$ cat config.mk
export PLATFORM = sky130hd
export DESIGN_NAME = bitplane_packer
export DESIGN_NICKNAME = d
export VERILOG_FILES = /design/src/rtl/bitplane_packer.sv
export SDC_FILE = /design/constraint.sdc
export NUM_CORES = 1
export LEC_CHECK = 0
export CAP_MARGIN = 20
export CELL_PAD_IN_SITES_DETAIL_PLACEMENT = 0
export CELL_PAD_IN_SITES_GLOBAL_PLACEMENT = 1
export CORE_AREA = 4 4 91 68
export DETAILED_ROUTE_END_ITERATION = 7
export DIE_AREA = 0 0 95 72
export GPL_ROUTABILITY_DRIVEN = 1
export PLACE_DENSITY_LB_ADDON = 0.1
export SETUP_SLACK_MARGIN = 0.15
export SLEW_MARGIN = 30
export SYNTH_ARGS = -nofsm -noshare
export SYNTH_HDL_FRONTEND = slang
export SYNTH_SLANG_ARGS = --single-unit
$ cat constraint.sdc
create_clock -name clk -period 2.4 [get_ports clk]
set_input_delay 0.48 -clock clk [delete_from_list [all_inputs] [get_ports clk]]
set_output_delay 0.48 -clock clk [all_outputs]
set_load 0.005 [all_outputs]
$ cat src/rtl/bitplane_packer.sv
// Collects K unsigned samples from a valid/ready stream and transposes them into the
// bit-plane frame loaded by the bit-serial accumulator; fill and hold buffers overlap frames.
module bitplane_packer #(
  parameter int unsigned M = 3,
  parameter int unsigned N = 2,
  parameter int unsigned K = 4
) (
  input  logic                   clk,
  input  logic                   rstn,
  input  logic                   in_valid,
  input  logic [M+N-1:0]         in_data,
  output logic                   in_ready,
  input  logic                   flush,
  input  logic                   acc_ready,
  output logic                   pl,
  output logic [(M+N)*K-1:0]     dout,
  output logic                   hold_valid
);

  localparam int unsigned WIDTH = M + N;
  localparam int unsigned CW    = $clog2(K + 1);

  logic [CW-1:0]               cnt_q, cnt_d;
  logic [K-1:0][WIDTH-1:0]     fill_q, fill_d;
  logic [WIDTH*K-1:0]          hold_q, hold_d;
  logic                        hold_valid_q, hold_valid_d;
  logic                        holdoff_q, holdoff_d;
  logic                        accept;
  logic                        xfer;

  assign in_ready   = (cnt_q < CW'(K));
  assign pl         = hold_valid_q & acc_ready & ~holdoff_q;
  assign accept     = in_valid & in_ready;
  assign xfer       = (cnt_q == CW'(K)) & (~hold_valid_q | pl);
  assign dout       = hold_q;
  assign hold_valid = hold_valid_q;

  // Fill, flush, fill->hold transfer and issue bookkeeping
  always_comb begin
    fill_d       = fill_q;
    cnt_d        = cnt_q;
    hold_d       = hold_q;
    hold_valid_d = hold_valid_q;
    holdoff_d    = pl;

    if (accept) begin
      for (int unsigned j = 0; j < K; j++) begin
        if (cnt_q == CW'(j)) fill_d[j] = in_data;
      end
      cnt_d = cnt_q + CW'(1);
    end

    // Flush sees the count after a same-edge accept; a just-completed frame ignores it
    if (flush && (cnt_d != '0) && (cnt_d != CW'(K))) begin
      for (int unsigned j = 0; j < K; j++) begin
        if (CW'(j) >= cnt_d) fill_d[j] = '0;
      end
      cnt_d = CW'(K);
    end

    if (pl) hold_valid_d = 1'b0;

    // Transfer may refill hold on the same edge it is being loaded
    if (xfer) begin
      for (int unsigned j = 0; j < K; j++) begin
        for (int unsigned b = 0; b < WIDTH; b++) begin
          hold_d[b*K+j] = fill_q[j][b];
        end
      end
      hold_valid_d = 1'b1;
      fill_d       = '0;
      cnt_d        = '0;
    end
  end

  always_ff @(posedge clk or negedge rstn) begin
    if (!rstn) begin
      cnt_q        <= '0;
      fill_q       <= '0;
      hold_q       <= '0;
      hold_valid_q <= 1'b0;
      holdoff_q    <= 1'b0;
    end else begin
      cnt_q        <= cnt_d;
      fill_q       <= fill_d;
      hold_q       <= hold_d;
      hold_valid_q <= hold_valid_d;
      holdoff_q    <= holdoff_d;
    end
  end

endmodule

==> summary.txt, run 1 <==
Status - completed
Final Slew Violations - 0
FF+latch count, synth - 45
# DRC - 0
Fmax - 0.4536 GHz
CP max stage delay - 0.52 ns
CP max-delay cell - clkdlybuf4s50_1
YS warnings - 0
Most Frequent Cell on Critical Path - clkdlybuf4s50_1
Via/cell ratio - 5.036
Data required, critical path - 1.92 ns
Syn Area/Cell - 12.63 µm²
Setup TNS - 0 ns
Avg WL per Cell - 15.09 µm
Core Area - 0.005410 mm²
Final core occ - 48.17%
Critical R2R Launch - cnt_q[0]$_DFF_PN0_
Reg2Reg Capture Point - fill_q[6]$_DFF_PN0_
CTS tree - done
Initial Utilization - 38.27%
Pre-CTS setup slack - 0.1791 ns
Clk buf depth - 2
R2R setup slack - 0.35 ns
Crit path arrival time - 1.72 ns
Mapped Nets - 179
Cell Area, Synth - 0.002071 mm²
Max-Slew Margin vs Limit - 69.28%
Dpl cell area - 0.002471 mm²
RSZ-0062 raised after global routing - false
Crit-path max FO - 3
Final setup fails - 0
Clk Tree Root Cell - clkbuf_8
Reg2Reg Depth - 5
Yosys top cell by area - dfrtp_1
Post-layout nets - 214
Cts bufs inserted - 5
1st-iter DRT viols - 57
Fin crit period - 2.205 ns
Clock Latency Late Sink - 0.29 ns
Row count - 23
Synth unique cells - 30
Worst-path clk slew - 0.09 ns
Final wirelength - 4151 µm
Worst Path Buf+Inv - 2
Area delta synth->final - 25.86%
Startpoint Class - primary input
Synth top area cells - dfrtp_1 (54%), mux2_1 (9.2%), mux2i_1 (5.3%)
VDD IR-drop max - 0.3212 mV
Initial antenna violation count - 0
First-pass GRT wire length - 6996 µm
TritonRoute pass-1 iters - 6
Die span in x - 95 µm
Final WS setup - 0.1952 ns
Setup Skew - 0.005686 ns
Sequential element share of the synthesized area - 54.38%
Total track usage - 13.29%
Critical path class - in -> out
# IOs - 33
Chip height - 72 µm
HP Class - in -> async
Static Leak - 1.239 nW
GPL Wtd Cong - 0.8081
Max cap viols - 0
Sink Count - 45
Worst slew pin tran - 0.4609 ns
Area share of the largest cell type after synthesis - 54.38%
Crit. path cell count - 4
DRT antenna net count - 0
Antenna Cells - 0
Final Hold Vio Count - 0
Crit path max-delay family - buffers and inverters
# H-tree levels - 2
Crit-path cells - clkdlybuf4s50_1, nand2b_4, nor2_1, clkdlybuf4s50_1
Share of the clock period used by the worst path - 91.87%
Mapped Cells - 164
Number of port buffers - 32
Largest net degree at the start of global routing - 46
Fill count - 522
Number of global-route vias before repair - 1419
Full die area - 0.006840 mm²
Total gr overflow - 0
CP endpoint kind - output port
Power Density - 984.1 mW/mm²
Dpl hpwl - 2898 µm
Share of cells above drive strength 1 - 12.50%
CTS Hold Buffers Added - 0
Finished Cell Area - 0.002606 mm²
DR vias - 1385
==> per-stage QoR <==
stage,total power (W),instances,hold WS (ns)
floorplan,0.001643,164,0.1844
global route,0.002726,275,0.1550
global placement,0.001969,266,0.4690
finish,0.002565,275,0.1496
detailed placement,0.001987,266,0.4751
CTS,0.002595,274,0.1561
==> layout by cell type, fill, tap and decap left out, drive strengths merged <==
cell and count:
a2111oi 1, a211o 1, a21oi 7, a221oi 5, and2b 1, and4bb 1, buf 5, bufinv 1
clkbuf 6, clkdlybuf4s50 31, clkinvlp 1, dfrtp 45, ha 5, inv 5, mux2 20, mux2i 11
nand2 13, nand2b 3, nand3 10, nand3b 4, nand4b 1, nor2 4, nor2b 1, nor3 12
o31ai 1, o32ai 1, or4b 1, xnor2 2, xor2 1
==> flip-flops by register name (all words and copies together) (netlist names) <==
name / flops
dout: 20
fill_q: 20
hold_valid: 1
cnt_q: 3
holdoff_q: 1
==> metal layers <==
| layer | wire length, µm | track usage (%) | vias to the layer above |
|---|---|---|---|
| li1 | - | - | 652 |
| met1 | 1953 | 17.75 | 700 |
| met2 | 1974 | 21.41 | 28 |
| met3 | 184 | 3.523 | 5 |
| met4 | 38 | 3.840 | 0 |
| met5 | 0 | 0 | - |
==> power by group <==
group	total, W	switching [W]	internal, W
Clock	0.000598	0.000260	0.000339
Combinational	0.000961	0.000476	0.000484
Sequential	0.00101	0.0000940	0.000912
Total	0.00256	0.000830	0.00173
==> worst max-delay path by stage <==
stage,end,slack [ns],startpoint
after global routing,pl,0.16,acc_ready
final,pl,0.20,acc_ready
after CTS,pl,0.18,acc_ready
after detailed placement,pl,0.18,acc_ready
after floorplan,dout[0]$_DFFE_PN0P_,0.55,cnt_q[0]$_DFF_PN0_
after global placement,pl,0.22,acc_ready
==> logic make-up (layout without fill, tap and decap cells) <==
group                    Yosys count  after routing  synth area share [%]
adder cells (fa/ha/maj)            5              5                 3.021
multiplexers                      31             31                 16.19
XOR/XNOR                           3              3                 1.269
buffers and inverters             13             49                 3.625
AND/OR/NAND/NOR                   51             51                 13.60
flip-flops                        45             45                 54.38
AO/OA/AOI/OAI                     16             16                 7.916
==> cell type report <==
| type | count | area, µm² | share of cell area [%] |
|---|---|---|---|
| multi-input combinational | 106 | 877.1 | 33.65 |
| sequential | 45 | 1126 | 43.21 |
| clock inverter | 2 | 37.54 | 1.440 |
| timing repair buffer | 36 | 370.4 | 14.21 |
| clock buffer | 6 | 82.58 | 3.169 |
| tap | 75 | 93.84 | 3.601 |
| inverter | 5 | 18.77 | 0.7201 |
==> Yosys cell counts <==
cell type,count
a2111oi_4,1
a211o_1,1
a21oi_1,6
a21oi_4,1
a221oi_1,5
and2b_1,1
and4bb_2,1
buf_2,3
buf_4,4
buf_6,1
dfrtp_1,45
ha_1,5
inv_1,5
mux2_1,17
mux2_2,3
mux2i_1,11
nand2_1,12
nand2_2,1
nand2b_1,3
nand3_1,10
nand3b_1,4
nand4b_1,1
nor2_1,4
nor2b_4,1
nor3_1,12
o31ai_4,1
o32ai_2,1
or4b_4,1
xnor2_1,2
xor2_1,1
==> timing repair <==
action / CTS / global route
buffers inserted: 0 / 1
gates resized for setup: 0 / 1
setup endpoints to repair: 0 / 1
Power figures use the tool's default switching activity.
==> run 2: changes to the inputs <==
--- a/config.mk
+++ b/config.mk
@@ -5,13 +5,13 @@
 export SDC_FILE = /design/constraint.sdc
 export NUM_CORES = 1
 export LEC_CHECK = 0
+export ABC_AREA = 1
 export CAP_MARGIN = 20
 export CELL_PAD_IN_SITES_DETAIL_PLACEMENT = 0
 export CELL_PAD_IN_SITES_GLOBAL_PLACEMENT = 1
-export CORE_AREA = 4 4 91 68
+export CORE_AREA = 4 4 94 69
 export DETAILED_ROUTE_END_ITERATION = 7
-export DIE_AREA = 0 0 95 72
-export GPL_ROUTABILITY_DRIVEN = 1
+export DIE_AREA = 0 0 98 73
 export PLACE_DENSITY_LB_ADDON = 0.1
 export SETUP_SLACK_MARGIN = 0.15
 export SLEW_MARGIN = 30
==> constraint.sdc (replaced) <==
create_clock -name clk -period 2.35 [get_ports clk]
set_input_delay 0.47 -clock clk [delete_from_list [all_inputs] [get_ports clk]]
set_output_delay 0.47 -clock clk [all_outputs]
set_load 0.005 [all_outputs]
==> run 2 against run 1 <==
Net effect:
- sequential cell count unchanged
- core utilization down 1.6 points
- highest routed layer unchanged
- sequential power about the same
- non-clock buffer count is 1 lower
- final area rose by 0.29%
- critical path depth unchanged
- register-to-register slack better by 0.18 ns
- worst setup slack better by 0.058 ns
- routed wire length is 13% higher
- die area rose by 4.6%
- synthesized cell count up 69%
- synthesized area increased by 2.8%
- largest power group unchanged
==> summary.txt, run 2 <==
Status - completed
Dpl cell area - 0.002530 mm²
RSZ-0062 raised after global routing - false
Syn Area/Cell - 7.688 µm²
Max-Slew Margin vs Limit - 60.44%
FF+latch count, synth - 45
Worst slew pin tran - 0.5933 ns
Final wirelength - 4672 µm
Fmax - 0.4770 GHz
Finished Cell Area - 0.002614 mm²
Crit path arrival time - 1.63 ns
CTS tree - done
Commonest non-fill, non-tap cells in the layout - nand2_1 (141), dfrtp_1 (45), inv_1 (37), clkdlybuf4s50_1 (31), o21ai_0 (10)
Predominant post-synthesis flop cell - dfrtp_1
R2R setup slack - 0.53 ns
Synth unique cells - 21
Setup TNS - 0 ns
CP endpoint kind - output port
Setup Buffers After CTS - 0
GRT met2 Usage - 22.40%
Post-synth top cells - nand2_1 (141), dfrtp_1 (45), inv_1 (37)
CP max-delay cell - clkdlybuf4s50_1
Clk Tree Root Cell - clkbuf_8
Setup Skew - 0.007449 ns
Mapped Cells - 277
Crit path to - pl
Full die area - 0.007154 mm²
Chip height - 73 µm
Post-CTS sizing - 0
Total gr overflow - 0
Power Density - 957.4 mW/mm²
Area delta synth->final - 22.74%
Dpl hpwl - 3168 µm
Clock Latency Late Sink - 0.30 ns
Sequential element share of the synthesized area - 52.88%
Gr busiest metal - met2
Final Hold Vio Count - 0
Area share of the largest cell type after synthesis - 52.88%
Static Leak - 1.528 nW
Crit path max-delay family - buffers and inverters
1st-iter DRT viols - 62
Yosys top cell by area - dfrtp_1
Crit-path max FO - 2
Row count - 23
Worst-path clk slew - 0.09 ns
Data required, critical path - 1.88 ns
Startpoint Class - primary input
HP Class - in -> async
First-pass GRT wire length - 8342 µm
YS warnings - 0
Most common cell after layout, fill and taps aside - nand2_1
Avg WL per Cell - 12.01 µm
Crit-path cells - clkdlybuf4s50_1, nand2_1, nor2_1, clkdlybuf4s50_1
DR vias - 1680
Max cap viols - 0
Cts bufs inserted - 5
Post-synth ARST share - 100.0%
Share of the clock period used by the worst path - 89.21%
Share of cells above drive strength 1 - 7.962%
GPL Wtd Cong - 0.8076
Met3 Usage GRT - 3.438%
Crit. path cell count - 4
Most common cell in the netlist - nand2_1
Worst Path Buf+Inv - 2
VDD IR-drop max - 0.3910 mV
Cell Area, Synth - 0.002130 mm²
Number of synthesized flops with an enable pin - 0
Largest net degree at the start of global routing - 46
# IOs - 33
Number of port buffers - 32
Hold Slack - 0.2475 ns
Fin crit period - 2.096 ns
Final setup fails - 0
Critical R2R Launch - cnt_q[0]$_DFF_PN0_
Initial antenna violation count - 0
Reg2Reg Depth - 7
Number of global-route vias before repair - 1693
TritonRoute pass-1 iters - 4
Core Area - 0.005612 mm²
Die span in x - 98 µm
CP max stage delay - 0.51 ns
M1 GR Usage - 21.24%
Total track usage - 14.84%
Synth top area cells - dfrtp_1 (53%), nand2_1 (25%), inv_1 (6.5%)
Clk buf depth - 2
# H-tree levels - 2
Reg2Reg Capture Point - fill_q[8]$_DFF_PN0_
# DRC - 0
Via/cell ratio - 4.319
Post-layout nets - 328
DRT antenna net count - 0
Cells after DPL - 381
Initial Utilization - 37.95%
Worst setup startpoint - acc_ready
Final Slew Violations - 0
Antenna Cells - 0
CTS Hold Buffers Added - 0
Post-Layout Cell Count - 389
Most Frequent Cell on Critical Path - clkdlybuf4s50_1
Mapped Nets - 292
Sink Count - 45
Critical path class - in -> out
-- run 2: cell type report --
class                      count  area (µm²)
tap                           75       93.84
timing repair buffer          35       337.8
clock buffer                   7       76.32
sequential                    45        1126
inverter                      40       155.1
multi-input combinational    186       817.0
fill                         586        2998
clock inverter                 1       7.507
-- run 2: how the worst min path moves through the flow --
stage                                to  slack (ns)  cells past startpoint
floorplan            cnt_q[0]$_DFF_PN0_        0.17                      0
global placement    holdoff_q$_DFF_PN0_        0.43                      1
detailed placement  holdoff_q$_DFF_PN0_        0.44                      1
CTS                 dout[5]$_DFFE_PN0P_        0.27                      2
global route        dout[9]$_DFFE_PN0P_        0.30                      2
finish              dout[5]$_DFFE_PN0P_        0.25                      2
-- run 2: per-stage QoR --
step / setup slack, ns / total power, W / utilization [%]
2_1_floorplan: 0.8539 / 0.001664 / -
3_3_place_gp: 0.2670 / 0.002058 / 45.08
3_5_place_dp: 0.2235 / 0.002065 / 45.08
4_1_cts: 0.2423 / 0.002554 / 46.58
5_1_grt: 0.1680 / 0.002736 / 46.58
6_report: 0.2536 / 0.002502 / 46.58
-- run 2: report_power, final --
part / switching, W / internal [W] / total, W
Sequential: 0.000103 / 0.000941 / 0.00104
Clock: 0.000264 / 0.000211 / 0.000475
Combinational: 0.000602 / 0.000381 / 0.000984
Total: 0.000969 / 0.00153 / 0.00250
-- run 2: logic make-up (layout without fill, tap and decap cells) --
| logic type | Yosys count | after routing | share of synthesized area, % |
|---|---|---|---|
| buffers and inverters | 46 | 83 | 8.754 |
| adders and majority gates | 5 | 5 | 2.938 |
| DFF | 45 | 45 | 52.88 |
| AOI/OAI and AO/OA | 12 | 12 | 2.820 |
| and+or+nand+nor | 169 | 169 | 32.61 |
-- run 2: routing by layer --
layer,part of all wire [%],vias up
met5,0,-
met4,1.1,0
met3,3.1,5
met2,43,24
met1,52,759
li1,-,892
==> run 3: changes to the inputs <==
==> config.mk (replaced) <==
export PLATFORM = sky130hd
export DESIGN_NAME = bitplane_packer
export DESIGN_NICKNAME = d
export VERILOG_FILES = /design/src/rtl/bitplane_packer.sv
export SDC_FILE = /design/constraint.sdc
export NUM_CORES = 1
export LEC_CHECK = 0
export ABC_AREA = 1
export CAP_MARGIN = 20
export CORE_AREA = 4 4 93 69
export DETAILED_ROUTE_END_ITERATION = 7
export DIE_AREA = 0 0 97 73
export PLACE_DENSITY = 0.69
export SETUP_SLACK_MARGIN = 0.15
export SKIP_LAST_GASP = 1
export SLEW_MARGIN = 30
export SYNTH_ARGS = -nofsm -noshare
export SYNTH_HDL_FRONTEND = slang
export SYNTH_SLANG_ARGS = --single-unit
==> run 3 against run 2 <==
Net effect:
- sequential share of layout area up 0.17 points
- highest routed layer unchanged
- largest power group unchanged
- clock skew shrank 0.0049 ns
- routed wire length is 6.4% lower
- critical path depth unchanged
- hold slack barely moved
- global-route usage is 1.0 points lower
- critical path type unchanged
- sequential power about the same
==> summary.txt, run 3 (synthesis results as in run 2) <==
Status - completed
Final Hold Vio Count - 0
Row count - 23
CP endpoint kind - output port
Dpl hpwl - 3040 µm
CP max stage delay - 0.52 ns
CP max-delay cell - clkdlybuf4s50_1
HP Class - in -> async
Critical path class - in -> out
Full die area - 0.007081 mm²
Footprint of the multi-input gates - 817.0 µm²
Initial antenna violation count - 0
Int Pwr - 0.001520 W
Setup TNS - 0 ns
Final Slew Violations - 0
Startpoint Class - primary input
Share of the clock period used by the worst path - 89.59%
Worst-path clk slew - 0.08 ns
RSZ-0062 raised after global routing - false
Net Sw Frac - 38.41%
Post-CTS sizing - 0
Core Area - 0.005554 mm²
Total track usage - 13.83%
Number of global-route vias before repair - 1670
1st-iter DRT viols - 86
Power Density - 947.6 mW/mm²
Antenna Cells - 0
Most common cell after layout, fill and taps aside - nand2_1
CTS Hold Buffers Added - 0
Setup Buffers After CTS - 0
DRT antenna net count - 0
Share of cells above drive strength 1 - 8.013%
Flop pwr share - 42.3%
Final wirelength - 4375 µm
Commonest non-fill, non-tap cells in the layout - nand2_1 (141), dfrtp_1 (45), inv_1 (37), clkdlybuf4s50_1 (31), o21ai_0 (10)
Flip-flop and latch area - 0.001126 mm²
DR vias - 1694
Met3 Usage GRT - 3.247%
Final core occ - 46.88%
Crit path arrival time - 1.64 ns
Data required, critical path - 1.88 ns
Clock share of power - 18.0%
Worst slew pin tran - 0.5611 ns
Clk Tree Root Cell - clkbuf_8
# H-tree levels - 2
First-pass GRT wire length - 7803 µm
Number of port buffers - 32
Avg WL per Cell - 11.30 µm
Cts bufs inserted - 5
P_sw - 0.0009476 W
GPL Wtd Cong - 0.7990
# IOs - 33
M1 GR Usage - 17.45%
CTS tree - done
Chip height - 73 µm
Total gr overflow - 0
GRT met2 Usage - 23.93%
# DRC - 0
Final setup fails - 0
Crit-path cells - clkdlybuf4s50_1, nand2_1, nor2_1, clkdlybuf4s50_1
TritonRoute pass-1 iters - 4
Largest net degree at the start of global routing - 46
Clk buf depth - 2
Fill count - 544
Die span in x - 97 µm
Via/cell ratio - 4.377
Fmax - 0.4750 GHz
Max-Slew Margin vs Limit - 62.59%
Gr busiest metal - met2
Max cap viols - 0
Combinational power share - 39.7%
Setup Skew - 0.002595 ns
Clock Latency Late Sink - 0.29 ns
Most Frequent Cell on Critical Path - clkdlybuf4s50_1
Static Leak - 1.529 nW
Area delta synth->final - 22.27%
Fin crit period - 2.105 ns
VDD IR-drop max - 0.4503 mV
Crit-path max FO - 2
Initial Utilization - 38.34%
Post-layout nets - 328
Sink Count - 45
run 3: final cells by class:
| class | instances | area share [%] |
|---|---|---|
| tap | 75 | 3.604 |
| timing repair buffer | 35 | 12.97 |
| multi-input combinational | 186 | 31.38 |
| clock buffer | 5 | 2.643 |
| clock inverter | 1 | 0.1922 |
| inverter | 40 | 5.959 |
| sequential | 45 | 43.25 |
run 3: final timing paths:
kind | start | end | slack (ns) | cells after the start
setup / recovery | acc_ready | pl | 0.24 | 4
hold / removal | rstn | dout[7]$_DFFE_PN0P_ | 0.25 | 2
setup reg to reg | cnt_q[0]$_DFF_PN0_ | fill_q[6]$_DFF_PN0_ | 0.56 | 7
hold reg to reg | holdoff_q$_DFF_PN0_ | holdoff_q$_DFF_PN0_ | 0.45 | 1
max in group asynchronous | rstn | fill_q[13]$_DFF_PN0_ | 1.72 | 2
min in group clk | holdoff_q$_DFF_PN0_ | holdoff_q$_DFF_PN0_ | 0.45 | 1
run 3: critical path, delay by kind of cell:
family / cells / cell delay [ns]
buffers and inverters: 2 / 1.00
and+or+nand+nor: 2 / 0.17
run 3: per-stage QoR:
stage / setup slack [ns] / instance area (µm²) / hold slack [ns] / total power, W / cells
after detailed placement: 0.2292 / 2530 / 0.4336 / 0.002052 / 381
after CTS: 0.2434 / 2604 / 0.2684 / 0.002505 / 387
after global placement: 0.2634 / 2530 / 0.4304 / 0.002025 / 381
after floorplan: 0.8539 / 2130 / 0.1744 / 0.001664 / 277
final: 0.2446 / 2604 / 0.2472 / 0.002467 / 387
after global routing: 0.1861 / 2604 / 0.2996 / 0.002667 / 387
run 3: power by group through the flow:
| stage | Combinational, W | Clock, W | Sequential, W |
|---|---|---|---|
| floorplan | 0.000616 | 0 | 0.00105 |
| global placement | 0.000970 | 0 | 0.00106 |
| detailed placement | 0.000992 | 0 | 0.00106 |
| CTS | 0.000997 | 0.000462 | 0.00105 |
| global route | 0.00111 | 0.000487 | 0.00107 |
| finish | 0.000980 | 0.000444 | 0.00104 |
run 3: per-layer routing:
layer | wire length [µm] | up-vias | part of all wire, %
met5 | 0 | - | 0
li1 | - | 886 | -
met3 | 191 | 6 | 4.4
met2 | 2063 | 30 | 47
met4 | 40 | 0 | 0.91
met1 | 2078 | 772 | 47
